[src/rtl/alu_error_stats_if.sv]
// Bundle between the characterisation bench and the ALU error-metrics stage.
// The bench side drives the window control and ALU result pairs; the stats
// side returns flow control, status and the accumulated window totals.
interface alu_error_stats_if #(
   parameter int WIDTH = 17,
   parameter int CNT_W = 16,
   parameter int SUM_W = 32
);
   logic             start;
   logic [CNT_W-1:0] n_samples;
   logic             in_valid;
   logic [WIDTH-1:0] y_exact;
   logic [WIDTH-1:0] y_approx;
   logic             in_ready;
   logic             busy;
   logic             done;
   logic [CNT_W-1:0] sample_count;
   logic [CNT_W-1:0] err_count;
   logic [SUM_W-1:0] sum_ed;
   logic [WIDTH-1:0] max_ed;

   modport master (
      output start, n_samples, in_valid, y_exact, y_approx,
      input  in_ready, busy, done, sample_count, err_count, sum_ed, max_ed
   );

   modport slave (
      input  start, n_samples, in_valid, y_exact, y_approx,
      output in_ready, busy, done, sample_count, err_count, sum_ed, max_ed
   );
endinterface

[src/rtl/alu_error_stats.sv]
// Error-metrics stage for the approximate ALU study. Over a window of N
// result pairs it computes the error distance |y_exact - y_approx| of each
// pair in a first register stage, then accumulates error count, saturating
// ED sum and maximum ED. Totals hold until the next accepted start.
module alu_error_stats #(
   parameter int WIDTH = 17,
   parameter int CNT_W = 16,
   parameter int SUM_W = 32
) (
   input  logic             clk,
   input  logic             rst,
   alu_error_stats_if.slave bus
);

   localparam logic [CNT_W-1:0] CNT_ONE = {{(CNT_W-1){1'b0}}, 1'b1};

   typedef enum logic [1:0] {
      ST_IDLE  = 2'd0,
      ST_RUN   = 2'd1,
      ST_DRAIN = 2'd2,
      ST_DONE  = 2'd3
   } state_t;

   // Unsigned magnitude of the difference between two results.
   function automatic logic [WIDTH-1:0] abs_diff(input logic [WIDTH-1:0] a,
                                                 input logic [WIDTH-1:0] b);
      logic [WIDTH-1:0] d;
      if (a >= b) d = a - b;
      else        d = b - a;
      return d;
   endfunction

   // Add a zero-extended ED to the sum, clamping at all-ones on overflow.
   function automatic logic [SUM_W-1:0] sat_add(input logic [SUM_W-1:0] acc,
                                                input logic [WIDTH-1:0] ed);
      logic [SUM_W:0] s;
      s = {1'b0, acc} + {{(SUM_W+1-WIDTH){1'b0}}, ed};
      if (s[SUM_W]) return {SUM_W{1'b1}};
      else          return s[SUM_W-1:0];
   endfunction

   state_t           state_r;
   state_t           state_s;
   logic             start_ok_s;
   logic             hs_s;
   logic             last_s;

   logic [CNT_W-1:0] n_lat_r;
   logic [CNT_W-1:0] sample_count_r;
   logic [WIDTH-1:0] ed_r;
   logic             ed_valid_r;
   logic [CNT_W-1:0] err_count_r;
   logic [SUM_W-1:0] sum_ed_r;
   logic [WIDTH-1:0] max_ed_r;
   logic             in_ready_r;
   logic             busy_r;
   logic             done_r;

   // Window FSM state register.
   always_ff @(posedge clk or posedge rst) begin
      if (rst) state_r <= ST_IDLE;
      else     state_r <= state_s;
   end

   // Next-state logic plus start acceptance and handshake qualification.
   always_comb begin
      state_s    = state_r;
      start_ok_s = bus.start && ((state_r == ST_IDLE) || (state_r == ST_DONE));
      hs_s       = bus.in_valid && in_ready_r && (state_r == ST_RUN);
      last_s     = hs_s && ((sample_count_r + CNT_ONE) == n_lat_r);
      case (state_r)
         ST_IDLE, ST_DONE: begin
            if (start_ok_s) begin
               if (bus.n_samples == '0) state_s = ST_DONE;
               else                     state_s = ST_RUN;
            end else begin
               state_s = ST_IDLE;
            end
         end
         ST_RUN: begin
            if (last_s) state_s = ST_DRAIN;
            else        state_s = ST_RUN;
         end
         ST_DRAIN: state_s = ST_DONE;
         default:  state_s = ST_IDLE;
      endcase
   end

   // Status outputs registered from the upcoming state so they align with it.
   always_ff @(posedge clk or posedge rst) begin
      if (rst) begin
         in_ready_r <= 1'b0;
         busy_r     <= 1'b0;
         done_r     <= 1'b0;
      end else begin
         in_ready_r <= (state_s == ST_RUN);
         busy_r     <= (state_s == ST_RUN) || (state_s == ST_DRAIN);
         done_r     <= (state_s == ST_DONE);
      end
   end

   // Window length latch, sample counter and stage-1 ED register.
   always_ff @(posedge clk or posedge rst) begin
      if (rst) begin
         n_lat_r        <= '0;
         sample_count_r <= '0;
         ed_r           <= '0;
         ed_valid_r     <= 1'b0;
      end else if (start_ok_s) begin
         n_lat_r        <= bus.n_samples;
         sample_count_r <= '0;
         ed_r           <= '0;
         ed_valid_r     <= 1'b0;
      end else if (hs_s) begin
         sample_count_r <= sample_count_r + CNT_ONE;
         ed_r           <= abs_diff(bus.y_exact, bus.y_approx);
         ed_valid_r     <= 1'b1;
      end else begin
         ed_valid_r     <= 1'b0;
      end
   end

   // Accumulate stage: fold each valid stage-1 ED into the window totals.
   always_ff @(posedge clk or posedge rst) begin
      if (rst) begin
         err_count_r <= '0;
         sum_ed_r    <= '0;
         max_ed_r    <= '0;
      end else if (start_ok_s) begin
         err_count_r <= '0;
         sum_ed_r    <= '0;
         max_ed_r    <= '0;
      end else if (ed_valid_r) begin
         if (ed_r != '0) err_count_r <= err_count_r + CNT_ONE;
         sum_ed_r <= sat_add(sum_ed_r, ed_r);
         if (ed_r > max_ed_r) max_ed_r <= ed_r;
      end
   end

   assign bus.in_ready     = in_ready_r;
   assign bus.busy         = busy_r;
   assign bus.done         = done_r;
   assign bus.sample_count = sample_count_r;
   assign bus.err_count    = err_count_r;
   assign bus.sum_ed       = sum_ed_r;
   assign bus.max_ed       = max_ed_r;

endmodule

[src/flat_wrapper.sv]
// flat-port wrapper written by rule: the top's interface ports become plain ports
module alu_error_stats_flat 
#(
   parameter int WIDTH = 17,
   parameter int CNT_W = 16,
   parameter int SUM_W = 32
)
  (clk, rst, bus_start, bus_n_samples, bus_in_valid, bus_y_exact, bus_y_approx, bus_in_ready, bus_busy, bus_done, bus_sample_count, bus_err_count, bus_sum_ed, bus_max_ed);
  alu_error_stats_if #(.WIDTH(WIDTH), .CNT_W(CNT_W), .SUM_W(SUM_W)) bus_i ();
  input  logic clk;
  input  logic rst;
  input wire logic [$bits(bus_i.start)-1:0] bus_start;
  input wire logic [$bits(bus_i.n_samples)-1:0] bus_n_samples;
  input wire logic [$bits(bus_i.in_valid)-1:0] bus_in_valid;
  input wire logic [$bits(bus_i.y_exact)-1:0] bus_y_exact;
  input wire logic [$bits(bus_i.y_approx)-1:0] bus_y_approx;
  output wire logic [$bits(bus_i.in_ready)-1:0] bus_in_ready;
  output wire logic [$bits(bus_i.busy)-1:0] bus_busy;
  output wire logic [$bits(bus_i.done)-1:0] bus_done;
  output wire logic [$bits(bus_i.sample_count)-1:0] bus_sample_count;
  output wire logic [$bits(bus_i.err_count)-1:0] bus_err_count;
  output wire logic [$bits(bus_i.sum_ed)-1:0] bus_sum_ed;
  output wire logic [$bits(bus_i.max_ed)-1:0] bus_max_ed;
  assign bus_i.start = bus_start;
  assign bus_i.n_samples = bus_n_samples;
  assign bus_i.in_valid = bus_in_valid;
  assign bus_i.y_exact = bus_y_exact;
  assign bus_i.y_approx = bus_y_approx;
  assign bus_in_ready = bus_i.in_ready;
  assign bus_busy = bus_i.busy;
  assign bus_done = bus_i.done;
  assign bus_sample_count = bus_i.sample_count;
  assign bus_err_count = bus_i.err_count;
  assign bus_sum_ed = bus_i.sum_ed;
  assign bus_max_ed = bus_i.max_ed;
  alu_error_stats #(.WIDTH(WIDTH), .CNT_W(CNT_W), .SUM_W(SUM_W)) u_core (.clk(clk), .rst(rst), .bus(bus_i));
endmodule
[config.mk]
export PLATFORM = sky130hd
export DESIGN_NAME = alu_error_stats_flat
export DESIGN_NICKNAME = d
export VERILOG_FILES = /design/src/rtl/alu_error_stats_if.sv /design/src/rtl/alu_error_stats.sv /design/src/flat_wrapper.sv
export SDC_FILE = /design/constraint.sdc
export NUM_CORES = 1
export LEC_CHECK = 0
export ABC_AREA = 1
export BUFFER_PORTS_ARGS = -buffer_cell sky130_fd_sc_hd__buf_2
export CORE_AREA = 2 2 148 150
export CTS_BUF_LIST = sky130_fd_sc_hd__clkbuf_4 sky130_fd_sc_hd__clkbuf_8
export DETAILED_ROUTE_END_ITERATION = 8
export DIE_AREA = 0 0 150 152
export SETUP_SLACK_MARGIN = 0.5
export SLEW_MARGIN = 25
export SYNTH_ARGS = -nofsm -noshare
export SYNTH_HDL_FRONTEND = slang
export SYNTH_SLANG_ARGS = --single-unit
[constraint.sdc]
create_clock -name clk -period 7.9 [get_ports clk]
set_clock_uncertainty 0.15 [all_clocks]
set_input_delay 1.58 -clock clk [delete_from_list [all_inputs] [get_ports clk]]
set_output_delay 1.58 -clock clk [all_outputs]
set_load 0.01 [all_outputs]
==> impl_metrics.ini <==
[sta]
slew_headroom_pct = 46.7
worst_pin_slew_ns = 0.799
final-setup-viol-count = 0
tns_ns = 0
rsz0062_at_grt = false
finalMaxSlewViolations = 0
period_minus_slack_ns = 3.73
timing.fmax_mhz = 268
final-hold-violation-count = 0
fin_crit_sh_pct = 47.2

[power_and_ir_drop]
leakagePower_nw = 5.84
powerDensity_nw_per_um2 = 216
max-vdd-ir-drop_mv = 0.111

[setup_path]
path_class = in2reg
worstPathArrival_ns = 3.92
start_kind = input pin
crit_fanout = 38
cp.required_ns = 8.09
critPathCaptureType = flop

[synthesis]
synth_compound_area_share_pct = 12.6
yosys_warnings = 0
async_flop_share_pct = 100
ys_ff_latch = 120
synth_xor_area_share_pct = 4.54
post_synth.cell_area_avg_um2 = 6.97
synth_edf_count = 0
synth_cells = 1343
synthSimpleGateAreaFrac_pct = 31.1
synthAdderAreaFrac_pct = 10.4
syn_area_um2 = 9360
ys.flop_type = dfrtp_1
synth_top_family_by_area = simple AND/OR/NAND/NOR gates
synth_nets = 1473
yosysSeqAreaShare_pct = 32.1
synthMuxAreaShare_pct = 0
synthDistinctLibCells = 47

[clock_tree]
clk_path_buf_depth = 2
clock_latency_ns = 0.45
htree_num_levels = 4
cts-buffers-inserted = 17
clk_pin_slew_ns = 0.09
cts_resized = 0
post_cts_buffers = 0
root_buffer = clkbuf_8
cts_tree = yes
cts_sinks = 120
cts_hold_buf = 0

[final_layout]
antennaDiodeCount = 0
area_growth_pct = 14.1
fin_nets = 1605
drive_above_1_share_pct = 15.0
nFillCells = 2229
design_area_um2 = 10700

[placed_design]
place_congestion = 0.890
dp_hpwl_um = 19700
place_area_um2 = 10300
numPortBuffers = 137

[die]
die_w_um = 150
rows = 54
pin_count = 138
dieArea_um2 = 22800
start_util_pct = 43.9
core_area_um2 = 21400
dieHeight_um = 152

[grt]
grt_max_degree = 63
antenna_found_initial = 0
grt_pass1_vias = 8508
grt_overflow = 0
grt_pass1_wl_um = 41600
track_usage_pct = 22.5

[route]
drc = 0
routed_wl_um = 24700
vias = 8799
avgRoutedWirePerCell_um = 14.0
viasPerCell = 4.98
dr.first_iter.drc_count = 512
antenna_left = 0
drtPass1Iterations = 5

[flow_run]
maxCapViolCount = 0

[min_path]
hold_class = reg2reg

[status]
status = finished, final reports clean
==> Yosys cell counts, types with 12 or more instances <==
cell type / instances / area [um2]
inv_1: 178 / 668
nand4_1: 18 / 113
o21ai_0: 73 / 365
nand3_1: 81 / 405
ha_1: 73 / 913
nor3_1: 19 / 95.1
nor2_1: 96 / 360
a21oi_1: 65 / 325
dfrtp_1: 120 / 3000
nand2_1: 403 / 1510
o21ai_1: 24 / 120
xor2_1: 42 / 368
o22ai_1: 12 / 75.1
==> cells in the final DEF, fill, tap and decap left out, drive strengths merged, types with 4 or more instances in the layout <==
master and n:
o21ai 101, a21o 7, a21oi 66, nand3b 10, o31ai 4, buf 143, nand2 412, nor2 105
xnor2 4, dfrtp 120, nor3 20, a21boi 4, clkbuf 19, o22ai 12, xor2 42, inv 193
nor4 9, o21bai 7, a31oi 4, ha 73, nand3 92, nand4 18
==> cell type report <==
class / instances / area, um2 / area share, %
Clock inverter: 13 / 134 / 1.25
Tap cell: 280 / 350 / 3.28
Inverter: 186 / 706 / 6.61
Multi-Input combinational cell: 1007 / 5500 / 51.5
Sequential cell: 120 / 3000 / 28.1
Timing Repair Buffer: 143 / 731 / 6.84
Clock buffer: 19 / 262 / 2.45
==> worst paths after layout <==
check                                   startpoint                 endpoint  slack, ns  cells past startpoint
worst max register to register   u_core.state_r[0]  u_core.bus.err_count[6]       4.68                     13
min in group asynchronous                      rst  u_core.bus.err_count[7]       1.10                      2
worst max-delay path                     bus_start  u_core.bus.err_count[6]       4.17                     12
worst min-delay path            u_core.n_lat_r[11]       u_core.n_lat_r[11]       0.35                      2
max in group asynchronous                      rst     u_core.bus.max_ed[3]       5.20                      3
worst min register to register  u_core.n_lat_r[11]       u_core.n_lat_r[11]       0.35                      2
==> worst max-delay path, stage by stage <==
cell and delay [ns]:
buf_2 0.07, nand2_1 0.04, buf_4 0.25, inv_2 0.32, nor2_1 0.07, buf_4 0.23
inv_1 0.26, nand2_1 0.32, nor2_1 0.39, nand3_1 0.14, o21ai_0 0.17, a21oi_1 0.05
==> cells by family (layout without fill, tap and decap cells) <==
| family | count (synthesis) | after routing |
|---|---|---|
| simple gates | 671 | 671 |
| xor+xnor | 47 | 47 |
| compound gates | 213 | 213 |
| buf+inv | 216 | 361 |
| flops | 120 | 120 |
| fa+ha+maj | 76 | 76 |
==> report_power, final <==
| group | internal (mW) | switching (mW) | total [mW] |
|---|---|---|---|
| clock | 0.274 | 0.285 | 0.559 |
| combinational | 0.330 | 0.551 | 0.881 |
| sequential | 0.724 | 0.143 | 0.867 |
| total | 1.33 | 0.979 | 2.31 |
==> registers in the layout (all words and copies together), names as in the netlist, 2 cells and up <==
name,flops
u_core.bus.max_ed,17
u_core.bus.sum_ed,32
u_core.bus.err_count,16
u_core.ed_r,17
u_core.n_lat_r,16
u_core.bus.sample_count,16
u_core.state_r,2
==> metal layers <==
layer	up-vias	track usage (%)	part of all wire (%)
li1	4611	-	-
met5	-	0	0
met4	0	5.57	1.4
met2	184	37.2	47
met3	25	3.48	3.5
met1	3979	30.6	48
==> metrics by stage <==
step / power, mW / hold slack [ns] / setup slack (ns) / cells / utilization [%]
finish: 2.31 / 0.350 / 4.17 / 1768 / 50.0
global placement: 1.75 / 0.329 / 3.77 / 1736 / 48.2
floorplan: 1.49 / 0.305 / 2.98 / 1343 / -
CTS: 2.33 / 0.361 / 4.18 / 1768 / 50.0
detailed placement: 1.76 / 0.333 / 3.71 / 1736 / 48.2
global route: 2.50 / 0.395 / 3.92 / 1768 / 50.0
Power figures use the tool's default switching activity.
